[config.mk]
export PLATFORM = sky130hd
export DESIGN_NAME = muskoka_uart_tx_flat
export DESIGN_NICKNAME = d
export VERILOG_FILES = /design/src/rtl/muskoka_uart_tx_if.sv /design/src/rtl/muskoka_uart_tx.sv /design/src/flat_wrapper.sv
export SDC_FILE = /design/constraint.sdc
export NUM_CORES = 1
export LEC_CHECK = 0
export BUFFER_PORTS_ARGS = -buffer_cell sky130_fd_sc_hd__buf_2
export CELL_PAD_IN_SITES_DETAIL_PLACEMENT = 0
export CELL_PAD_IN_SITES_GLOBAL_PLACEMENT = 1
export CORE_UTILIZATION = 28
export DETAILED_ROUTE_END_ITERATION = 12
export GPL_TIMING_DRIVEN = 0
export MAX_ROUTING_LAYER = met4
export PLACE_DENSITY_LB_ADDON = 0.08
export RECOVER_POWER = 100
export SLEW_MARGIN = 20
export SYNTH_ARGS = -nofsm -noshare
export SYNTH_HDL_FRONTEND = slang
export SYNTH_SLANG_ARGS = --single-unit
[constraint.sdc]
create_clock -name clk_i -period 4.7 [get_ports clk_i]
set_input_delay 0.235 -clock clk_i [delete_from_list [all_inputs] [get_ports clk_i]]
set_output_delay 0.235 -clock clk_i [all_outputs]
set_load 0.005 [all_outputs]
[src/rtl/muskoka_uart_tx_if.sv]
// Wishbone classic slave bundle for the muskoka console UART.
// The UART sits on the slave modport; the bus owner uses master.
interface muskoka_uart_tx_if;
   logic        wb_cyc_i;
   logic        wb_stb_i;
   logic        wb_we_i;
   logic [1:0]  wb_adr_i;
   logic [31:0] wb_dat_i;
   logic [31:0] wb_dat_o;
   logic        wb_ack_o;

   modport slave (
      input  wb_cyc_i, wb_stb_i, wb_we_i, wb_adr_i, wb_dat_i,
      output wb_dat_o, wb_ack_o
   );

   modport master (
      output wb_cyc_i, wb_stb_i, wb_we_i, wb_adr_i, wb_dat_i,
      input  wb_dat_o, wb_ack_o
   );
endinterface

[src/rtl/muskoka_uart_tx.sv]
// Transmit-only 8N1 console UART with a Wishbone register file and a byte FIFO.
// Register map: 0 TXDATA (w), 1 STATUS (r), 2 DIVISOR (rw), 3 reserved.
//
// state    | meaning
// ---------+-----------------------------------------------------------
// IDLE     | line high, waiting for the FIFO to hold a byte
// START    | start bit (line low) for one bit period
// DATA     | eight data bits, LSB first, one bit period each
// STOP     | stop bit (line high); chains straight into START if queued
module muskoka_uart_tx #(
   parameter int FIFO_DEPTH  = 16,
   parameter int DEFAULT_DIV = 433
) (
   input  logic                   clk_i,
   input  logic                   rst_i,
   muskoka_uart_tx_if.slave       wb,
   output logic                   tx_o,
   output logic                   irq_o
);

   localparam int AW = (FIFO_DEPTH > 1) ? $clog2(FIFO_DEPTH) : 1;
   localparam int CW = AW + 1;
   localparam logic [CW-1:0] FULL_CNT = CW'(FIFO_DEPTH);

   localparam logic [1:0] ST_IDLE  = 2'd0;
   localparam logic [1:0] ST_START = 2'd1;
   localparam logic [1:0] ST_DATA  = 2'd2;
   localparam logic [1:0] ST_STOP  = 2'd3;

   localparam logic [1:0] ADR_TXDATA  = 2'd0;
   localparam logic [1:0] ADR_STATUS  = 2'd1;
   localparam logic [1:0] ADR_DIVISOR = 2'd2;

   logic [1:0]    state;
   logic [15:0]   timer;
   logic [2:0]    bit_idx;
   logic [7:0]    shreg;
   logic          tx_q;
   logic          irq_q;

   logic [7:0]    fifo_mem [FIFO_DEPTH];
   logic [AW-1:0] wr_ptr;
   logic [AW-1:0] rd_ptr;
   logic [CW-1:0] fifo_count;
   logic          fifo_empty;
   logic          fifo_full;

   logic          ack_q;
   logic [31:0]   dat_q;
   logic [31:0]   rd_val;
   logic          ovf;
   logic [15:0]   divisor;

   logic          req;
   logic          wr_txdata;
   logic          wr_div;
   logic          rd_status;
   logic          push;
   logic          pop;
   logic          bit_done;
   logic          busy;
   logic [7:0]    count8;
   logic          unused_dat;

   assign unused_dat = ^wb.wb_dat_i[31:16];

   // A new transfer is taken only while ack is low, so a held strobe
   // produces one transfer every two cycles.
   assign req       = wb.wb_cyc_i & wb.wb_stb_i & ~ack_q;
   assign wr_txdata = req &  wb.wb_we_i & (wb.wb_adr_i == ADR_TXDATA);
   assign wr_div    = req &  wb.wb_we_i & (wb.wb_adr_i == ADR_DIVISOR);
   assign rd_status = req & ~wb.wb_we_i & (wb.wb_adr_i == ADR_STATUS);

   assign fifo_empty = (fifo_count == '0);
   assign fifo_full  = (fifo_count == FULL_CNT);
   assign push       = wr_txdata & ~fifo_full;
   assign bit_done   = (timer == 16'd0);
   assign pop        = ~fifo_empty &
                       ((state == ST_IDLE) | ((state == ST_STOP) & bit_done));
   assign busy       = (state != ST_IDLE);
   assign count8     = 8'(fifo_count);

   always_comb begin
      rd_val = 32'd0;
      case (wb.wb_adr_i)
         ADR_STATUS:  rd_val = {16'd0, count8, 4'd0, ovf, busy, fifo_full, fifo_empty};
         ADR_DIVISOR: rd_val = {16'd0, divisor};
         default:     rd_val = 32'd0;
      endcase
   end

   always_ff @(posedge clk_i or posedge rst_i) begin
      if (rst_i) begin
         ack_q   <= 1'b0;
         dat_q   <= 32'd0;
         ovf     <= 1'b0;
         divisor <= 16'(DEFAULT_DIV);
      end else begin
         ack_q <= req;
         dat_q <= (req & ~wb.wb_we_i) ? rd_val : 32'd0;
         if (wr_txdata & fifo_full)
            ovf <= 1'b1;
         else if (rd_status)
            ovf <= 1'b0;
         if (wr_div)
            divisor <= wb.wb_dat_i[15:0];
      end
   end

   assign wb.wb_ack_o = ack_q;
   assign wb.wb_dat_o = dat_q;

   always_ff @(posedge clk_i) begin
      if (push)
         fifo_mem[wr_ptr] <= wb.wb_dat_i[7:0];
   end

   always_ff @(posedge clk_i or posedge rst_i) begin
      if (rst_i) begin
         wr_ptr     <= '0;
         rd_ptr     <= '0;
         fifo_count <= '0;
      end else begin
         if (push)
            wr_ptr <= wr_ptr + 1'b1;
         if (pop)
            rd_ptr <= rd_ptr + 1'b1;
         case ({push, pop})
            2'b10:   fifo_count <= fifo_count + 1'b1;
            2'b01:   fifo_count <= fifo_count - 1'b1;
            default: fifo_count <= fifo_count;
         endcase
      end
   end

   // The bit timer reloads from the divisor at every bit boundary, so a
   // divisor write only affects bits that start after it.
   always_ff @(posedge clk_i or posedge rst_i) begin
      if (rst_i) begin
         state   <= ST_IDLE;
         timer   <= 16'd0;
         bit_idx <= 3'd0;
         shreg   <= 8'd0;
      end else begin
         case (state)
            ST_IDLE: begin
               if (pop) begin
                  state <= ST_START;
                  timer <= divisor;
                  shreg <= fifo_mem[rd_ptr];
               end
            end
            ST_START: begin
               if (bit_done) begin
                  state   <= ST_DATA;
                  timer   <= divisor;
                  bit_idx <= 3'd0;
               end else begin
                  timer <= timer - 16'd1;
               end
            end
            ST_DATA: begin
               if (bit_done) begin
                  timer <= divisor;
                  shreg <= {1'b0, shreg[7:1]};
                  if (bit_idx == 3'd7)
                     state <= ST_STOP;
                  else
                     bit_idx <= bit_idx + 3'd1;
               end else begin
                  timer <= timer - 16'd1;
               end
            end
            default: begin
               if (bit_done) begin
                  if (pop) begin
                     state <= ST_START;
                     timer <= divisor;
                     shreg <= fifo_mem[rd_ptr];
                  end else begin
                     state <= ST_IDLE;
                  end
               end else begin
                  timer <= timer - 16'd1;
               end
            end
         endcase
      end
   end

   // Registered line driver and interrupt keep tx_o/irq_o glitch-free.
   always_ff @(posedge clk_i or posedge rst_i) begin
      if (rst_i) begin
         tx_q  <= 1'b1;
         irq_q <= 1'b1;
      end else begin
         case (state)
            ST_START: tx_q <= 1'b0;
            ST_DATA:  tx_q <= shreg[0];
            default:  tx_q <= 1'b1;
         endcase
         irq_q <= fifo_empty & ~busy;
      end
   end

   assign tx_o  = tx_q;
   assign irq_o = irq_q;

endmodule

[src/flat_wrapper.sv]
// flat-port wrapper written by rule: the top's interface ports become plain ports
module muskoka_uart_tx_flat 
#(
   parameter int FIFO_DEPTH  = 16,
   parameter int DEFAULT_DIV = 433
)
  (clk_i, rst_i, tx_o, irq_o, wb_wb_cyc_i, wb_wb_stb_i, wb_wb_we_i, wb_wb_adr_i, wb_wb_dat_i, wb_wb_dat_o, wb_wb_ack_o);
  muskoka_uart_tx_if wb_i ();
  input  logic clk_i;
  input  logic rst_i;
  output logic tx_o;
  output logic irq_o;
  input wire logic [$bits(wb_i.wb_cyc_i)-1:0] wb_wb_cyc_i;
  input wire logic [$bits(wb_i.wb_stb_i)-1:0] wb_wb_stb_i;
  input wire logic [$bits(wb_i.wb_we_i)-1:0] wb_wb_we_i;
  input wire logic [$bits(wb_i.wb_adr_i)-1:0] wb_wb_adr_i;
  input wire logic [$bits(wb_i.wb_dat_i)-1:0] wb_wb_dat_i;
  output wire logic [$bits(wb_i.wb_dat_o)-1:0] wb_wb_dat_o;
  output wire logic [$bits(wb_i.wb_ack_o)-1:0] wb_wb_ack_o;
  assign wb_i.wb_cyc_i = wb_wb_cyc_i;
  assign wb_i.wb_stb_i = wb_wb_stb_i;
  assign wb_i.wb_we_i = wb_wb_we_i;
  assign wb_i.wb_adr_i = wb_wb_adr_i;
  assign wb_i.wb_dat_i = wb_wb_dat_i;
  assign wb_wb_dat_o = wb_i.wb_dat_o;
  assign wb_wb_ack_o = wb_i.wb_ack_o;
  muskoka_uart_tx #(.FIFO_DEPTH(FIFO_DEPTH), .DEFAULT_DIV(DEFAULT_DIV)) u_core (.clk_i(clk_i), .rst_i(rst_i), .wb(wb_i), .tx_o(tx_o), .irq_o(irq_o));
endmodule
# [Yosys cells after proc, flatten, opt, wreduce, memory -nomap -nowiden]
# Memories as Yosys holds them, arrays and structs flattened.
# Index checks and enable logic that the tools add are counted.
[totals] latchBits=0 memories=1 mem_bits_rw=128 rom_bits=0 input_bits=39 reg_bits=94 output_inout_bits=35 elab_cells=93
[mem_list] name="u_core.fifo_mem" depth=16 width=8 rd=1 rd_clocked_by_memory_dff=0 wr=1 line_no="muskoka_uart_tx.sv:41" rtl="logic [7:0] fifo_mem [FIFO_DEPTH];"
[op_classes] eq_ne=14 mux=27 div_mod_pow=0 n_reduce_logical=13 n_shift=0 order_cmp=0 n_bitwise=19 addsub=6 mul=0
[op_table] cell="two-way mux 16 bit" n=4
[op_table] cell="case mux 16 bit (2 select lines)" n=2
[op_table] cell="two-way mux 8 bit" n=3
[op_table] cell="case mux 8 bit (3 select lines)" n=1
[op_table] cell="zero test 16 bit" n=1
[op_table] cell="subtractor 16 x 1 -> 16 bit, second input constant" n=1
[op_table] cell="AND 1 bit" n=12
[op_table] cell="two-way mux 2 bit" n=5
[op_table] cell="case mux 5 bit (2 select lines)" n=1
[op_table] cell="nonzero test 2 bit" n=5
[op_table] cell="two-way mux 3 bit" n=3
[op_table] cell="adder 4 x 1 -> 4 bit, second input constant" n=2
[op_table] cell="== test 2 bit, second input constant" n=4
[op_table] cell="!= test 2 x 1 -> 1 bit, second input constant" n=4
[op_table] cell="== test 2 x 1 -> 1 bit, second input constant" n=3
[op_table] cell="NOT 1 bit" n=6
[op_table] cell="case mux 2 bit (3 select lines)" n=1
[op_table] cell="case mux 3 bit (2 select lines)" n=1
[op_table] cell="adder 5 x 1 -> 5 bit, second input constant" n=1
[op_table] cell="== test 5 bit, second input constant" n=1
[op_table] cell="zero test 5 bit" n=1
[op_table] cell="two-way mux 1 bit" n=5
[op_table] cell="AND reduction 5 bit" n=1
[op_table] cell="subtractor 5 x 1 -> 5 bit, second input constant" n=1
[op_table] cell="9 further kinds" n=10

# [Longest topological paths before layout]
[logic_depth] word_depth=7 ltp_mapped=15 mapped_depth_nobuf=14

# [Least setup slack after synthesis]
# OpenSTA, ideal clock, no wires.
[synth_timing] path_type="register to register" start="register u_core.timer[0]" end="register u_core.fifo_count[4]" arrival_ns=2.892 setup_time_ns=0.080 path_stages_with_launch=16 required_ns=4.620 path_buffers=1 setup_slack_ns=1.728 synth_period_minus_slack_ns=2.972 path_cell_list="dfrtp_1 inv_1 ha_1 nor4b_1 and4bb_4 a21oi_1 nor2_2 ha_1 clkbuf_1 xor2_1 ha_1 nand2_1 nor2_1 o21ai_0 a31oi_1 xnor2_1"
[synth_via] elab_chain_len=6 word_cells_on_any_way=8 classes_between="2 x eq/ne; 1 x mux; 3 x bitwise; 2 x reduce/logical"
[synth_rtl] item="start, declared" line_no="muskoka_uart_tx.sv:35" rtl="logic [15:0] timer;"
[synth_rtl] item="start signal, assigned" line_no="muskoka_uart_tx.sv:149" rtl="timer <= divisor;"
[synth_rtl] item="start signal, assigned" line_no="muskoka_uart_tx.sv:156" rtl="timer <= divisor;"
[synth_rtl] item="start signal, assigned" line_no="muskoka_uart_tx.sv:159" rtl="timer <= timer - 16'd1;"
[synth_rtl] item="zero test 16 bit (*)" line_no="muskoka_uart_tx.sv:77" rtl="assign bit_done = (timer == 16'd0);"
[synth_rtl] item="AND 1 bit (*)" line_no="muskoka_uart_tx.sv:79" rtl="((state == ST_IDLE) | ((state == ST_STOP) & bit_done));"
[synth_rtl] item="bitwise OR 1 bit (*)" line_no="muskoka_uart_tx.sv:79"
[synth_rtl] item="AND 1 bit (*)" line_no="muskoka_uart_tx.sv:78" rtl="assign pop = ~fifo_empty &"
[synth_rtl] item="named net u_core.pop" line_no="muskoka_uart_tx.sv:59" rtl="logic pop;"
[synth_rtl] item="== test 2 x 1 -> 1 bit / == test 2 bit (equally long branches)" line_no="muskoka_uart_tx.sv:128" rtl="case ({push, pop})"
[synth_rtl] item="case mux 5 bit (2 select lines) / nonzero test 2 bit (equally long branches)"
[synth_rtl] item="end signal, assigned" line_no="muskoka_uart_tx.sv:129" rtl="2'b10: fifo_count <= fifo_count + 1'b1;"
[synth_rtl] item="end signal, assigned" line_no="muskoka_uart_tx.sv:130" rtl="2'b01: fifo_count <= fifo_count - 1'b1;"
[synth_rtl] item="end signal, assigned" line_no="muskoka_uart_tx.sv:131" rtl="default: fifo_count <= fifo_count;"
[synth_rtl] item="end, declared" line_no="muskoka_uart_tx.sv:44" rtl="logic [CW-1:0] fifo_count;"
# The timed path passes the listed nets; every way through them passes the cells marked *.
# A chain may end at the register's enable or synchronous reset.

# [Worst setup path in the final report]
# Ends and elaborated chain as after synthesis.

==> flow_metrics.tcl <==
set metrics [dict create \
    status "finished with violations" \
    violations "max-capacitance violations, max-slew violations" \
    p_sw_mw 2.536 \
    p_total_mw 7.107 \
    io_pins 74 \
    power_frac_seq_pct 33.7 \
    irDropWorstVdd_mv 0.3713 \
    routed_wl_mm 27.54 \
    final-setup-viol-count 0 \
    worst_hold_path_type "input port to flip-flop" \
    grt_pass1_vias 6485 \
    synth-seq-cells 206 \
    synth_edf_count 128 \
    combPwrFrac_pct 36.2 \
    cts_made_buffers 26 \
    start_util_pct 28.37 \
    nFillCells 3463 \
    total_leakage_power_nw 4.336 \
    tritoncts "done" \
    layout_min_cycle_time_ps 3925 \
    fin_skew_ps 30.01 \
    sw_frac_of_total_pct 35.69 \
    tns_ps 0 \
    seqCellArea_sq_mm 0.005804 \
    wl_per_cell_um 21.28 \
    reg2regPathDepth 15 \
    min_to "u_core.wb.wb_ack_o" \
    dp_cells 1237 \
    multi_input_area_sq_mm 0.003581 \
    worst_pin_slew_ps 2145 \
    clk_latency_ps 550 \
    start_kind "flip-flop" \
    syn_area_sq_mm 0.009774 \
    grt_usage_pct 16.16 \
    root_buffer "clkbuf_16" \
    grt_first_pass_wirelength_mm 41.84 \
    drtAntennaViolNets 0 \
    min_from "wb_wb_cyc_i" \
    synth_area_per_cell_sq_um 13.65 \
    hold_slack_ps 177.6 \
    via_per_inst 4.849 \
    num-nets-final 878 \
    cts-htree-levels 1 \
    post-cts-setup-buffer-count 0 \
    die_area_sq_mm 0.03566 \
    synth_largest_area_cell "edfxtp_1" \
    clkPwrFrac_pct 30.1 \
    synthArstFlopShare_pct 37.86 \
    drv_slew 81 \
    grt_setup_unrepaired "false" \
    diodes 0 \
    dp_hpwl_mm 19.16 \
    finalHoldViolations 0 \
    critPathMaxFanout 9 \
    cts_buffer_depth 3 \
    fmax_mhz 254.8 \
    vias 6275 \
    grt_max_degree 44 \
    cp-startpoint "u_core.timer[0]" \
    syn-instance-count 716 \
    end_kind "flip-flop" \
    cts.clk_slew.worst_paths_ps 60 \
    yosysTopAreaCellShare_pct 39.32 \
    dr.first_iter.drc_count 316 \
    coreArea_sq_mm 0.03446 \
    dr.pass1.iters 5 \
    ys_top_cells_by_area "edfxtp_1 (39%), dfrtp_1 (18%), mux2_2 (4.7%), mux4_2 (4.1%), mux2i_1 (4.1%)" \
    power.internal_mw 4.570 \
    setup_slack_ps 775.3 \
    drv_cap 2 \
    cts_resized 0 \
    final_cells 1294 \
    area_growth_pct 18.74 \
    routabilityCongestion 0.7854 \
    relSlewSlack_pct -43.01 \
    fin_area_sq_mm 0.01161 \
    synth.distinct_cells 73 \
    yosys_warnings 0 \
    power.density_mw_per_mm2 612.3 \
    die_h_um 188.8 \
    die_w_um 188.8 \
    rr_endpoint "u_core.fifo_count[4]" \
    clock-sinks 206 \
    drive_above_1_share_pct 20.86 \
    postCtsHoldBufs 10 \
    critical_path_class "flip-flop to flip-flop" \
    regToRegSetupSlack_ps 780 \
    required_ps 5170 \
    worstPathArrival_ps 4400 \
    postPlaceCellArea_sq_mm 0.01073 \
    seq_area_frac_synth_pct 59.38 \
    dpl_worst_slack_ps 975.8 \
    antenna_found_initial 0 \
    drc 0 \
    ys.flop_type "edfxtp_1" \
    period_share_pct 83.50 \
    core.rowCount 68 \
    final_util_pct 33.68 \
    grt.overflow.total 0 \
    hold_depth 3 \
    port_buffers 41 \
    rr_startpoint "u_core.timer[0]" \
]
==> final cells by class <==
class	instances	share of cell area, %
plain buffers	61	2.889
clock buffers	34	5.865
clock inverters	13	2.113
inverters	18	0.5929
multi-input cells	446	30.85
flip-flops and latches	206	50.01
well taps	455	4.905
repair buffers	61	2.771
==> registers in the layout, summed over array words and instances (netlist names), 3 cells and up <==
name and count:
u_core.bit_idx 3, u_core.fifo_mem 128, u_core.timer 16, u_core.wb.wb_dat_o 16, u_core.divisor 16, u_core.wr_ptr 4
u_core.shreg 8, u_core.rd_ptr 4, u_core.fifo_count 5
==> worst max-delay path, stage by stage (launching register included) <==
cell and delay [ps]:
dfrtp_1 450, inv_1 90, ha_1 230, nor4b_1 420, and4bb_1 430, a21oi_1 210
nor2_1 490, ha_1 240, clkbuf_1 320, xor2_1 180, ha_1 200, nand2_1 60
nor2_1 90, o21ai_0 80, a31oi_1 230, xnor2_1 140
==> power by group through the flow <==
| stage | Sequential (mW) | Combinational (mW) | Clock [mW] |
|---|---|---|---|
| after floorplan | 2.34 | 1.90 | 0 |
| after global placement | 2.42 | 2.59 | 0 |
| after detailed placement | 2.43 | 2.66 | 0 |
| after CTS | 2.39 | 2.67 | 2.22 |
| after global routing | 2.42 | 2.83 | 2.29 |
| final | 2.39 | 2.57 | 2.14 |
==> cell usage in the layout (no fill, tap or decap), types with 4 or more instances in the layout <==
cell type and instances:
nor2_1 32, dlygate4sd3_1 10, buf_2 34, clkbuf_16 26, nor4_1 10, xnor2_1 11
inv_1 17, mux2i_1 40, o21ai_0 16, bufinv_16 6, dfrtp_1 71, nand2_1 27
a21o_1 5, o22ai_1 5, mux2_2 41, nand2b_1 9, nand3_1 18, and2_0 9
nor2b_1 9, dfstp_2 7, ha_1 19, mux4_2 18, a21oi_1 20, clkbuf_1 64
nor3_1 8, nand4_1 5, buf_4 19, a22oi_1 26, o221ai_1 6, xor2_1 9
conb_1 16, o211ai_1 23, and2_1 4, edfxtp_1 128
==> kinds of logic after synthesis <==
group                    after synthesis  synth area share (%)
XOR/XNOR                              20                 1.792
adder cells (fa/ha/maj)               19                 2.432
flip-flops                           206                 59.38
buffers and inverters                 79                 4.173
other                                  1               0.03837
AO/OA/AOI/OAI                        134                 9.767
multiplexers                         100                 13.08
AND/OR/NAND/NOR                      157                 9.332
==> cells in the mapped netlist (all sizes together) (14+ instances only) <==
master  instances
nand2          28
o211ai         23
mux4           18
a21oi          21
clkbuf         27
nor2           32
nand3          18
dfrtp          71
ha             19
inv            18
o21ai          16
mux2i          40
mux2           42
buf            34
a22oi          26
edfxtp        128
nor4           14
==> worst max-delay path by stage <==
stage / end / slack [ps]
final: u_core.fifo_count[4] / 780
after global routing: u_core.fifo_count[4] / 380
after CTS: u_core.fifo_count[4] / 980
after detailed placement: u_core.fifo_count[4] / 980
after global placement: u_core.fifo_mem[3][4] / 820
after floorplan: u_core.fifo_count[4] / 1730
==> layer usage <==
layer,up-vias,routed length [um],part of all wire [%],track usage (%)
met2,118,13860,50,27.47
met3,41,937,3.4,2.291
met5,-,0,0,-
met1,3209,12260,45,20.22
li1,2907,-,-,-
met4,0,482,1.8,3.908
No activity file was read; power rests on OpenSTA's default activity.
